==> config.mk <==
export PLATFORM = sky130hd
export DESIGN_NAME = lander_telemetry_tx
export DESIGN_NICKNAME = d
export VERILOG_FILES = /design/src/rtl/lander_pkg.sv /design/src/rtl/lander_telemetry_tx_bcd_fmt.sv /design/src/rtl/lander_telemetry_tx.sv
export SDC_FILE = /design/constraint.sdc
export NUM_CORES = 1
export LEC_CHECK = 0
export BUFFER_PORTS_ARGS = -buffer_cell sky130_fd_sc_hd__buf_4
export CAP_MARGIN = 40
export CORE_MARGIN = 5
export CORE_UTILIZATION = 62
export DETAILED_ROUTE_END_ITERATION = 8
export PLACE_DENSITY = 0.83
export SETUP_SLACK_MARGIN = 0.15
export SYNTH_ARGS = -nofsm -noshare
export SYNTH_HDL_FRONTEND = slang
export SYNTH_HIERARCHICAL = 1
export SYNTH_SLANG_ARGS = --single-unit
==> constraint.sdc <==
create_clock -name clk_i -period 5.84 [get_ports clk_i]
set_input_delay 0.292 -clock clk_i [delete_from_list [all_inputs] [get_ports clk_i]]
set_output_delay 0.292 -clock clk_i [all_outputs]
set_load 0.01 [all_outputs]
==> src/rtl/lander_pkg.sv <==
// Shared types and ASCII constants for the lander telemetry serialiser.
// LANDER_TELEM_CHECKSUM_EN selects the 34-byte frame with "*HH" checksum.
package lander_pkg;

   typedef enum logic [1:0] {IDLE, SEND, WAIT} telem_t;

   localparam logic [7:0] CH_PLUS   = 8'h2B;
   localparam logic [7:0] CH_MINUS  = 8'h2D;
   localparam logic [7:0] CH_ZERO   = 8'h30;
   localparam logic [7:0] CH_SPACE  = 8'h20;
   localparam logic [7:0] CH_STAR   = 8'h2A;
   localparam logic [7:0] CH_LAND   = 8'h4C;
   localparam logic [7:0] CH_FAIL   = 8'h58;
   localparam logic [7:0] CH_NOMINAL = 8'h2E;
   localparam logic [7:0] CH_CR     = 8'h0D;
   localparam logic [7:0] CH_LF     = 8'h0A;

   // Field letters indexed by field number: 0=A, 1=V, 2=F, 3=T.
   localparam logic [3:0][7:0] FIELD_CH = {8'h54, 8'h46, 8'h56, 8'h41};

   localparam int LINE_BYTES_PLAIN = 31;
   localparam int LINE_BYTES_CSUM  = 34;
   localparam int STATUS_IDX       = 28;

`ifdef LANDER_TELEM_CHECKSUM_EN
   localparam int FRAME_BYTES = LINE_BYTES_CSUM;
`else
   localparam int FRAME_BYTES = LINE_BYTES_PLAIN;
`endif

   function automatic logic [7:0] hex_char(input logic [3:0] n);
      return (n < 4'd10) ? (8'h30 + {4'b0, n}) : (8'h37 + {4'b0, n});
   endfunction

endpackage

==> src/rtl/lander_telemetry_tx_bcd_fmt.sv <==
// Formats one signed 4-digit BCD field into a sign char and four ASCII digits.
module bcd_field_fmt
   import lander_pkg::*;
(
   input  logic [15:0]     val_i,
   output logic [7:0]      sign_o,
   output logic [3:0][7:0] digit_o
);

   logic       neg;
   logic       carry;
   logic [3:0] nib;
   logic [4:0] sum;

   // Negative values: nines-complement each digit, then ripple a +1 in BCD.
   always_comb begin
      neg     = val_i[15];
      carry   = neg;
      nib     = 4'd0;
      sum     = 5'd0;
      sign_o  = neg ? CH_MINUS : CH_PLUS;
      digit_o = '0;
      for (int i = 0; i < 4; i++) begin
         nib = neg ? (4'd9 - val_i[4*i +: 4]) : val_i[4*i +: 4];
         sum = {1'b0, nib} + {4'b0, carry};
         if (sum == 5'd10) begin
            digit_o[i] = CH_ZERO;
            carry      = 1'b1;
         end else begin
            digit_o[i] = CH_ZERO + {4'b0, sum[3:0]};
            carry      = 1'b0;
         end
      end
   end

endmodule

==> src/rtl/lander_telemetry_tx.sv <==
// Snapshots lander state and sends it as an ASCII line over the UART TX handshake.
// Define LANDER_TELEM_CHECKSUM_EN to append "*HH" (XOR of bytes 0..28) before CR LF.
module lander_telemetry_tx
   import lander_pkg::*;
#(
   parameter int LINE_BYTES = 31
) (
   input  logic        clk_i,
   input  logic        rst_n_i,
   input  logic        sample_i,
   input  logic [15:0] alt_i,
   input  logic [15:0] vel_i,
   input  logic [15:0] fuel_i,
   input  logic [15:0] thrust_i,
   input  logic        land_i,
   input  logic        fail_i,
   input  logic        txready_i,
   output logic [7:0]  txdata_o,
   output logic        txclk_o,
   output logic        busy_o,
   output logic        frame_done_o,
   output telem_t      state_o
);

`ifdef LANDER_TELEM_CHECKSUM_EN
   localparam int FRAME_LEN = LINE_BYTES + (LINE_BYTES_CSUM - LINE_BYTES_PLAIN);
   logic [7:0] csum_q;
`else
   localparam int FRAME_LEN = LINE_BYTES;
`endif
   localparam logic [5:0] LAST_IDX = 6'(FRAME_LEN - 1);

   telem_t            state_q;
   logic [5:0]        idx_q;
   logic [3:0][15:0]  val_q;
   logic              land_q, fail_q;
   logic [7:0]        txdata_q;
   logic              txclk_q, busy_q, frame_done_q;
   logic [7:0]        char_d;
   logic [7:0]        sgn [4];
   logic [3:0][7:0]   dig [4];

   for (genvar g = 0; g < 4; g++) begin : g_fmt
      bcd_field_fmt u_fmt (.val_i(val_q[g]), .sign_o(sgn[g]), .digit_o(dig[g]));
   end

   // Fields occupy 7-byte slots: letter, sign, four digits, space.
   always_comb begin
      char_d = 8'h00;
      for (int f = 0; f < 4; f++) begin
         for (int k = 0; k < 7; k++) begin
            if (idx_q == 6'(7*f + k)) begin
               case (k)
                  0:       char_d = FIELD_CH[f];
                  1:       char_d = sgn[f];
                  6:       char_d = CH_SPACE;
                  default: char_d = dig[f][5-k];
               endcase
            end
         end
      end
      if (idx_q == 6'(STATUS_IDX))
         char_d = land_q ? CH_LAND : (fail_q ? CH_FAIL : CH_NOMINAL);
`ifdef LANDER_TELEM_CHECKSUM_EN
      case (idx_q)
         6'd29:   char_d = CH_STAR;
         6'd30:   char_d = hex_char(csum_q[7:4]);
         6'd31:   char_d = hex_char(csum_q[3:0]);
         6'd32:   char_d = CH_CR;
         6'd33:   char_d = CH_LF;
         default: ;
      endcase
`else
      case (idx_q)
         6'd29:   char_d = CH_CR;
         6'd30:   char_d = CH_LF;
         default: ;
      endcase
`endif
   end

   always_ff @(posedge clk_i) begin
      if (!rst_n_i) begin
         state_q      <= IDLE;
         idx_q        <= '0;
         val_q        <= '0;
         land_q       <= 1'b0;
         fail_q       <= 1'b0;
         txdata_q     <= 8'h00;
         txclk_q      <= 1'b0;
         busy_q       <= 1'b0;
         frame_done_q <= 1'b0;
`ifdef LANDER_TELEM_CHECKSUM_EN
         csum_q       <= 8'h00;
`endif
      end else begin
         txclk_q      <= 1'b0;
         frame_done_q <= 1'b0;
         case (state_q)
            IDLE: begin
               // A request coinciding with frame_done belongs to the old frame.
               if (sample_i && !frame_done_q) begin
                  val_q   <= {thrust_i, fuel_i, vel_i, alt_i};
                  land_q  <= land_i;
                  fail_q  <= fail_i;
                  idx_q   <= '0;
                  busy_q  <= 1'b1;
                  state_q <= SEND;
`ifdef LANDER_TELEM_CHECKSUM_EN
                  csum_q  <= 8'h00;
`endif
               end
            end
            SEND: begin
               if (txready_i) begin
                  txdata_q <= char_d;
                  txclk_q  <= 1'b1;
                  state_q  <= WAIT;
`ifdef LANDER_TELEM_CHECKSUM_EN
                  if (idx_q <= 6'(STATUS_IDX)) csum_q <= csum_q ^ char_d;
`endif
               end
            end
            WAIT: begin
               if (!txready_i) begin
                  if (idx_q == LAST_IDX) begin
                     state_q      <= IDLE;
                     busy_q       <= 1'b0;
                     frame_done_q <= 1'b1;
                  end else begin
                     idx_q   <= idx_q + 6'd1;
                     state_q <= SEND;
                  end
               end
            end
            default: state_q <= IDLE;
         endcase
      end
   end

   assign txdata_o     = txdata_q;
   assign txclk_o      = txclk_q;
   assign busy_o       = busy_q;
   assign frame_done_o = frame_done_q;
   assign state_o      = state_q;

endmodule
Word level (Yosys, flattened, before mapping)
Cells that the tools add are included.
{ "totals": {"register_bits": 85, "input_bits": 70, "out_inout_bits": 13, "word_cells": 223} }
{ "op_classes": {"add_sub_neg": 49, "n_eq_ne": 53, "n_mux": 95, "bitwise": 2, "reduce_logical": 12} }
{ "ops": {"columns": ["op", "count"], "rows": [
  ["8-bit two-way mux", 44],
  ["6-bit by 4-bit adder with 7-bit output (first input constant)", 16],
  ["6-bit by 5-bit equality test with 1-bit output (second input constant)", 15],
  ["4-bit by 1-bit adder with 5-bit output", 16],
  ["5-bit by 4-bit equality test with 1-bit output (second input constant)", 16],
  ["4-bit two-way mux", 16],
  ["4-bit subtractor (first input constant)", 16],
  ["6-bit by 4-bit equality test with 1-bit output (second input constant)", 8],
  ["6-bit by 3-bit equality test with 1-bit output (second input constant)", 4],
  ["7-bit two-way mux", 3],
  ["1-bit two-way mux", 18],
  ["6-bit two-way mux", 3],
  ["8-bit one-hot mux with 2 select lines", 1],
  ["6-bit by 2-bit equality test with 1-bit output (second input constant)", 2],
  ["3-bit two-way mux", 4],
  ["6-bit one-hot mux with 2 select lines", 1],
  ["2-bit != test (second input constant)", 5],
  ["4-bit AND reduction", 2],
  ["6-bit by 1-bit adder with 6-bit output (second input constant)", 1],
  ["6-bit by 1-bit equality test with 1-bit output (second input constant)", 1],
  ["6-bit zero test", 1],
  ["2-bit two-way mux", 3],
  ["2-bit one-hot mux with 3 select lines", 1],
  ["2-bit AND reduction", 3],
  ["other kinds (10)", 11]
]} }

Depth between registers and ports, before layout
Gate-level depths: netlist (run 1).
{ "logic_depth": {"depth_word": 42, "ltp_mapped": 28} }

By module
The synthesis (run 1) kept the hierarchy.
{ "by_module_without_submodules": {"columns": ["module", "n_inst", "cells_each", "area_per_inst_um2", "seq_area_each_um2"], "rows": [
  ["lander_telemetry_tx", 1, 774, 5748.0, 1701.6],
  ["bcd_field_fmt (g_fmt[2].u_fmt ...)", 2, 118, 887.1, 0.0],
  ["bcd_field_fmt (g_fmt[0].u_fmt ...)", 2, 117, 840.8, 0.0]
]} }

Worst setup path before layout (run 1)
Ideal clock, no wire load.
{ "synth_timing": {"path_type": "register to register", "start": "register val_q[1] in the netlist's numbering", "end": "register txdata_q[3] (netlist: txdata_o[3])", "setup_time_ns": 0.128, "arrival_ns": 4.904, "required_time_ns": 5.712, "setup_slack_ns": 0.808, "path_stages_with_launch": 29, "n_path_buf": 0, "period_less_slack_ns": 5.032, "path_cell_list": "dfxtp_1 -> inv_1 -> ha_1 -> mux2i_1 -> nor2b_1 -> mux2i_1 -> nor2_1 -> ha_1 -> ha_1 -> nor3b_1 -> mux2i_1 -> nor3b_1 -> ha_1 -> ha_1 -> inv_1 -> nor3_1 -> a22oi_1 -> nor3b_1 -> ha_1 -> ha_1 -> xnor2_1 -> a2111oi_2 -> nor2_1 -> nand2_1 -> a211oi_1 -> a2111oi_0 -> o31ai_1 -> a221oi_1 -> a21oi_1"} }
{ "synth_rtl": {"columns": ["item", "line_no", "source"], "rows": [
  ["from (decl)", "lander_telemetry_tx.sv:35", "logic [3:0][15:0] val_q;"],
  ["from (signal assigned)", "lander_telemetry_tx.sv:103", "val_q <= {thrust_i, fuel_i, vel_i, alt_i};"],
  ["to (signal assigned)", "lander_telemetry_tx.sv:116", "txdata_q <= char_d;"],
  ["to (decl)", "lander_telemetry_tx.sv:37", "logic [7:0] txdata_q;"]
]} }

==> results of run 1 <==
## layout by cell type (no fill, tap or decap), types with 9 or more instances in the layout
cell / netlist / layout
nand2b_1: 9 / 9
a21boi_0: 72 / 72
and3_1: 11 / 11
nor3b_2: 2 / 9
ha_1: 52 / 39
nand2_1: 199 / 199
a31oi_1: 16 / 16
nand3b_1: 10 / 10
ha_2: 0 / 11
o21ai_0: 30 / 29
buf_4: 95 / 102
mux2i_1: 21 / 18
xnor2_1: 19 / 19
o22ai_1: 11 / 11
nor2b_1: 20 / 18
clkbuf_16: 0 / 9
conb_1: 8 / 88
a21oi_1: 29 / 29
o21a_1: 16 / 16
xor2_1: 30 / 29
inv_1: 68 / 68
nor2_1: 78 / 78
nand3_1: 36 / 36
a211oi_1: 15 / 15
dfxtp_1: 85 / 79
## worst paths after layout
check	endpoint	slack, ps	cells after the start
max	txdata_o[3]	240	27
min	val_q[39]	180	3
max reg2reg	txdata_o[3]	240	27
min reg2reg	val_q[48]	460	2
## logic make-up after synthesis
kind of cell,count (synthesis),share of synthesized area (%)
DFF,85,18.5
and+or+nand+nor,471,25.9
muxes,26,3.00
buffers and inverters,242,15.2
AOI/OAI and AO/OA,307,24.7
other,8,0.326
adders and majority gates,52,7.07
xor gates and xnor gates,53,5.37
## through the flow
step	instances	utilization [%]	total power [mW]	area, µm²
2_1_floorplan	1324	-	0.983	9500
3_3_place_gp	1432	64.2	1.03	9340
3_5_place_dp	1434	64.5	1.04	9370
4_1_cts	1450	66.6	1.61	9680
5_1_grt	1455	68.5	1.71	9950
6_report	1455	68.5	1.64	9950
## synthesized netlist by cell type (20+ instances only)
library cell	instances	area [µm²]
mux2i_1	21	210
inv_1	68	255
nor2_1	78	293
buf_4	95	713
nand3_1	36	180
dfxtp_1	85	1700
nand2_1	199	747
clkbuf_1	50	188
nor2b_1	20	125
a21boi_0	72	541
ha_1	52	651
o21ai_0	30	150
xor2_1	30	263
a21oi_1	29	145
## layer usage
layer | track usage [%] | wire length [µm] | up-vias
met1 | 38.2 | 11200 | 4116
met4 | 9.43 | 681 | 2
met2 | 42.5 | 11600 | 413
met3 | 7.06 | 2500 | 70
met5 | 0 | 13 | -
li1 | - | - | 4234
## flip-flops by register name, summed over array words and instances (netlist names)
name          cells
land_q            1
val_q            64
txclk_o           1
fail_q            1
frame_done_o      1
txdata_o          8
busy_o            1
state_o           2
idx_q             6
## cell type report
class,count,area [µm²]
Clock buffer,10,239
Clock inverter,6,46.3
Sequential cell,85,1710
Multi-Input combinational cell,997,6660
Inverter,69,259
Fill cell,1196,4580
Tap cell,184,230
Timing Repair Buffer,104,805
## power groups by stage
stage | Combinational (mW) | Clock [mW] | Sequential, mW
floorplan | 0.330 | 0 | 0.654
global placement | 0.367 | 0 | 0.660
detailed placement | 0.379 | 0 | 0.662
CTS | 0.386 | 0.576 | 0.650
global route | 0.458 | 0.599 | 0.657
finish | 0.415 | 0.572 | 0.652
## worst max-delay path: cells and delay by family, from the launching register on
| kind | cells | cell delay (ps) |
|---|---|---|
| buf+inv | 2 | 160 |
| flops | 1 | 400 |
| fa+ha+maj | 8 | 1740 |
| mux | 2 | 250 |
| compound gates | 6 | 1250 |
| simple gates | 9 | 1680 |
## timing repair
| action | CTS | global route |
|---|---|---|
| pin swaps | 1 | 14 |
| endpoints found under the setup margin | 1 | 3 |
| buffers inserted | 0 | 5 |
| gates resized for setup | 7 | 52 |
| hold buffers | 0 | 0 |
==> impl_metrics.json, run 1 <==
{
  "holdWs_ps": 180,
  "start_kind": "flip-flop",
  "routed_via_density": 6.07,
  "required_ps": 6080,
  "fin_ws_ps": 240,
  "synth_cells": 1244,
  "p_clk_share_pct": 34.9,
  "synth_cell_type_count": 93,
  "cap_violations": 0,
  "pre_cts_ws_ps": -16.3,
  "slowest_delay_ps": 470,
  "ios": 83,
  "synth.cell_area_mm2": 0.00920,
  "seqPwrFrac_pct": 39.8,
  "slew_headroom_pct": 36.7,
  "htreeDepth": 3,
  "combPwrFrac_pct": 25.3,
  "synth_warnings": 6,
  "start_util_pct": 63.3,
  "power.density_mw_per_mm2": 165,
  "antenna_cells": 0,
  "gp_congestion": 1.05,
  "status": "completed",
  "tightestPinTransition_ps": 947,
  "vdd_drop_max_uv": 178,
  "cts_tree": "done",
  "critPathSlowestCell": "nor4_1",
  "setup_violations": 0,
  "drtAntennaViolNets": 0,
  "die_h_um": 132,
  "nets": 1388,
  "drc": 0,
  "dr_total_vias": 8835,
  "synth-edff-count": 0,
  "startpoint": "val_q[31]",
  "dieWidth_um": 132,
  "critPathCaptureType": "flip-flop",
  "core_mm2": 0.0145,
  "drv_slew": 0,
  "power.switching_uw": 536,
  "cp_common_cell": "ha_2",
  "drive_above_1_share_pct": 16.4,
  "grt_pass1_vias": 8213,
  "cts_buffer_depth": 2,
  "dieArea_mm2": 0.0174,
  "holdCritStartpoint": "fuel_i[7]",
  "hp-class": "in -> reg",
  "p_leak_nw": 4.05,
  "period_share_pct": 95.9,
  "crit_fanout": 6,
  "final_hold_viol_count": 0,
  "clkTransAtPathRegs_ps": 80,
  "drtIter0Drc": 1024,
  "max_freq_ghz": 0.179,
  "numCtsBuffers": 9,
  "dr.pass1.iters": 8,
  "yosysSeqAreaShare_pct": 18.5,
  "rows": 44,
  "grt_use_total_pct": 27.8,
  "syn_avg_cell_area_um2": 7.40,
  "grt_max_degree": 85,
  "port_buffers": 82,
  "clock_sinks": 85,
  "period_minus_slack_ps": 5600,
  "p_sw_share_pct": 32.7,
  "crit_type": "reg -> reg",
  "post_drt_wl_per_cell_um": 17.9,
  "cts_root_buf": "clkbuf_16",
  "clk_latency_ps": 360,
  "ys_ff_latch": 85,
  "finalSetupTns_ps": 0,
  "dp_hpwl_um": 18400,
  "skew_ps": 11.7,
  "reg2reg_from": "val_q[31]",
  "intPower_mw": 1.10,
  "area_growth_pct": 8.16,
  "grt_pass1_wl_um": 40500,
  "async_flop_share_pct": 0,
  "grt_overflow": 0,
  "yosys_most_used_dff": "dfxtp_1",
  "drt_wl_total_um": 26000,
  "antenna_found_initial": 1,
  "cp.arrival_ps": 5840
}
Note: power is estimated with default switching activity, not from simulation.
==> run 2: changes to the inputs <==
- CTS_BUF_LIST: unset -> sky130_fd_sc_hd__clkbuf_16
==> run 2 against run 1 <==
Effect of this change:
- cell count unchanged
- largest cell class unchanged
- combinational power about the same
- core utilization shrank 0.069 points
- clock power is 3% lower
- global-route usage about the same
- via count grew 0.15%
- critical path type unchanged
- worst hold slack gained 5.0 ps
- largest power group unchanged
- sequential power is essentially flat
==> impl_metrics.json, run 2 (synthesis results as in run 1) <==
{
  "dieArea_mm2": 0.0174,
  "cap_violations": 0,
  "dp_hpwl_um": 18400,
  "antenna_found_initial": 0,
  "post_drt_wl_per_cell_um": 17.7,
  "largest_reg_flops": 64,
  "dr_total_vias": 8848,
  "crit_family": "adder cells",
  "htreeDepth": 3,
  "grt_pass1_vias": 8195,
  "nets": 1388,
  "crit_fanout": 6,
  "setup_violations": 0,
  "numCtsBuffers": 9,
  "cts_tree": "done",
  "holdWs_ps": 185,
  "rows": 44,
  "port_buffers": 82,
  "cp.arrival_ps": 5740,
  "final_common_cell": "nand2_1",
  "dieWidth_um": 132,
  "dr.pass1.iters": 7,
  "status": "completed",
  "grt_use_total_pct": 27.8,
  "drt_wl_total_um": 25800,
  "hp-class": "in -> reg",
  "crit_type": "reg -> reg",
  "vdd_drop_max_uv": 177,
  "skew_ps": 11.6,
  "clk_latency_ps": 360,
  "drc": 0,
  "core_mm2": 0.0145,
  "cts_buffer_depth": 2,
  "power_mw": 1.62,
  "cts_hold_buf": 0,
  "drive_above_1_share_pct": 16.4,
  "required_ps": 6080,
  "period_share_pct": 94.2,
  "grt_pass1_wl_um": 40600,
  "grt_overflow": 0,
  "critPathSlowestCell": "nor4_1",
  "final_hold_viol_count": 0,
  "grt_setup_unrepaired": "no",
  "multiInputGateArea_mm2": 0.00666,
  "finalSetupTns_ps": 0,
  "fillers": 1194,
  "drtIter0Drc": 1136,
  "slowest_delay_ps": 470,
  "layout_common_cells": "199 x nand2_1, 102 x buf_4, 88 x conb_1",
  "drtAntennaViolNets": 0,
  "routed_via_density": 6.08,
  "crit_buf_inv": 2,
  "drv_slew": 0,
  "regMostFlops": "val_q",
  "tightestPinTransition_ps": 944,
  "antenna_cells": 0,
  "start_kind": "flip-flop",
  "area_growth_pct": 8.05,
  "grt_max_degree": 85,
  "cp_common_cell": "ha_2",
  "die_h_um": 132,
  "seqCellArea_mm2": 0.00171,
  "start_util_pct": 63.3,
  "max_freq_ghz": 0.182,
  "gp_congestion": 1.05,
  "p_leak_nw": 4.05,
  "period_minus_slack_ps": 5500,
  "critPathCaptureType": "flip-flop",
  "clock_sinks": 85,
  "cts_root_buf": "clkbuf_16",
  "ios": 83,
  "clkTransAtPathRegs_ps": 80,
  "power.density_mw_per_mm2": 163,
  "slew_headroom_pct": 36.9
}
## run 2: cell types whose count changed in the layout (fill, tap and decap cells not counted)
cell | before | now
clkbuf_8 | 1 | 0
clkinv_1 | 0 | 1
## run 2: layout make-up
cell class,instances,area share (%)
multi-input combinational,997,67.0
sequential,85,17.2
timing repair buffer,104,8.09
inverter,69,2.60
tap,184,2.32
clock buffer,9,2.26
clock inverter,7,0.503
## run 2: stage by stage
step,util (%),area [µm²],instances,setup slack (ps)
5_1_grt,68.4,9940,1455,6.11
2_1_floorplan,-,9500,1324,808
6_report,68.4,9940,1455,338
3_3_place_gp,64.2,9340,1432,419
3_5_place_dp,64.5,9370,1434,-16.3
4_1_cts,66.5,9670,1450,152
## run 2: tightest hold or removal path: stages
cell and delay, ps:
buf_4 110, nand2_1 40, a21boi_0 60
## run 2: routing by layer
layer	wire [µm]	up-vias	global-route usage (%)
li1	-	4243	-
met1	11000	4105	38.3
met2	11500	431	43.0
met3	2480	69	6.53
met4	737	0	8.69
met5	0	-	0
## run 2: power breakdown
| group | switching, mW | internal, mW | leakage (nW) | total (mW) |
|---|---|---|---|---|
| Clock | 0.267 | 0.290 | 0.130 | 0.557 |
| Sequential | 0.0362 | 0.615 | 0.699 | 0.652 |
| Combinational | 0.230 | 0.184 | 3.22 | 0.414 |
## run 2: worst paths after layout
path / start / endpoint / slack [ps] / cells past startpoint
worst max register to register: val_q[31] / txdata_o[3] / 340 / 27
worst min register to register: val_q[48] / val_q[48] / 460 / 2
worst max-delay path: val_q[31] / txdata_o[3] / 340 / 27
worst min-delay path: fuel_i[7] / val_q[39] / 190 / 3
## run 2: what timing repair did
action                                 4_1_cts  5_1_grt
pin swaps                                    1       14
cloned                                       0        0
endpoints found under the hold margin        0        0
resized for setup                            7       52
buffers inserted                             0        5
setup endpoints to repair                    1        3
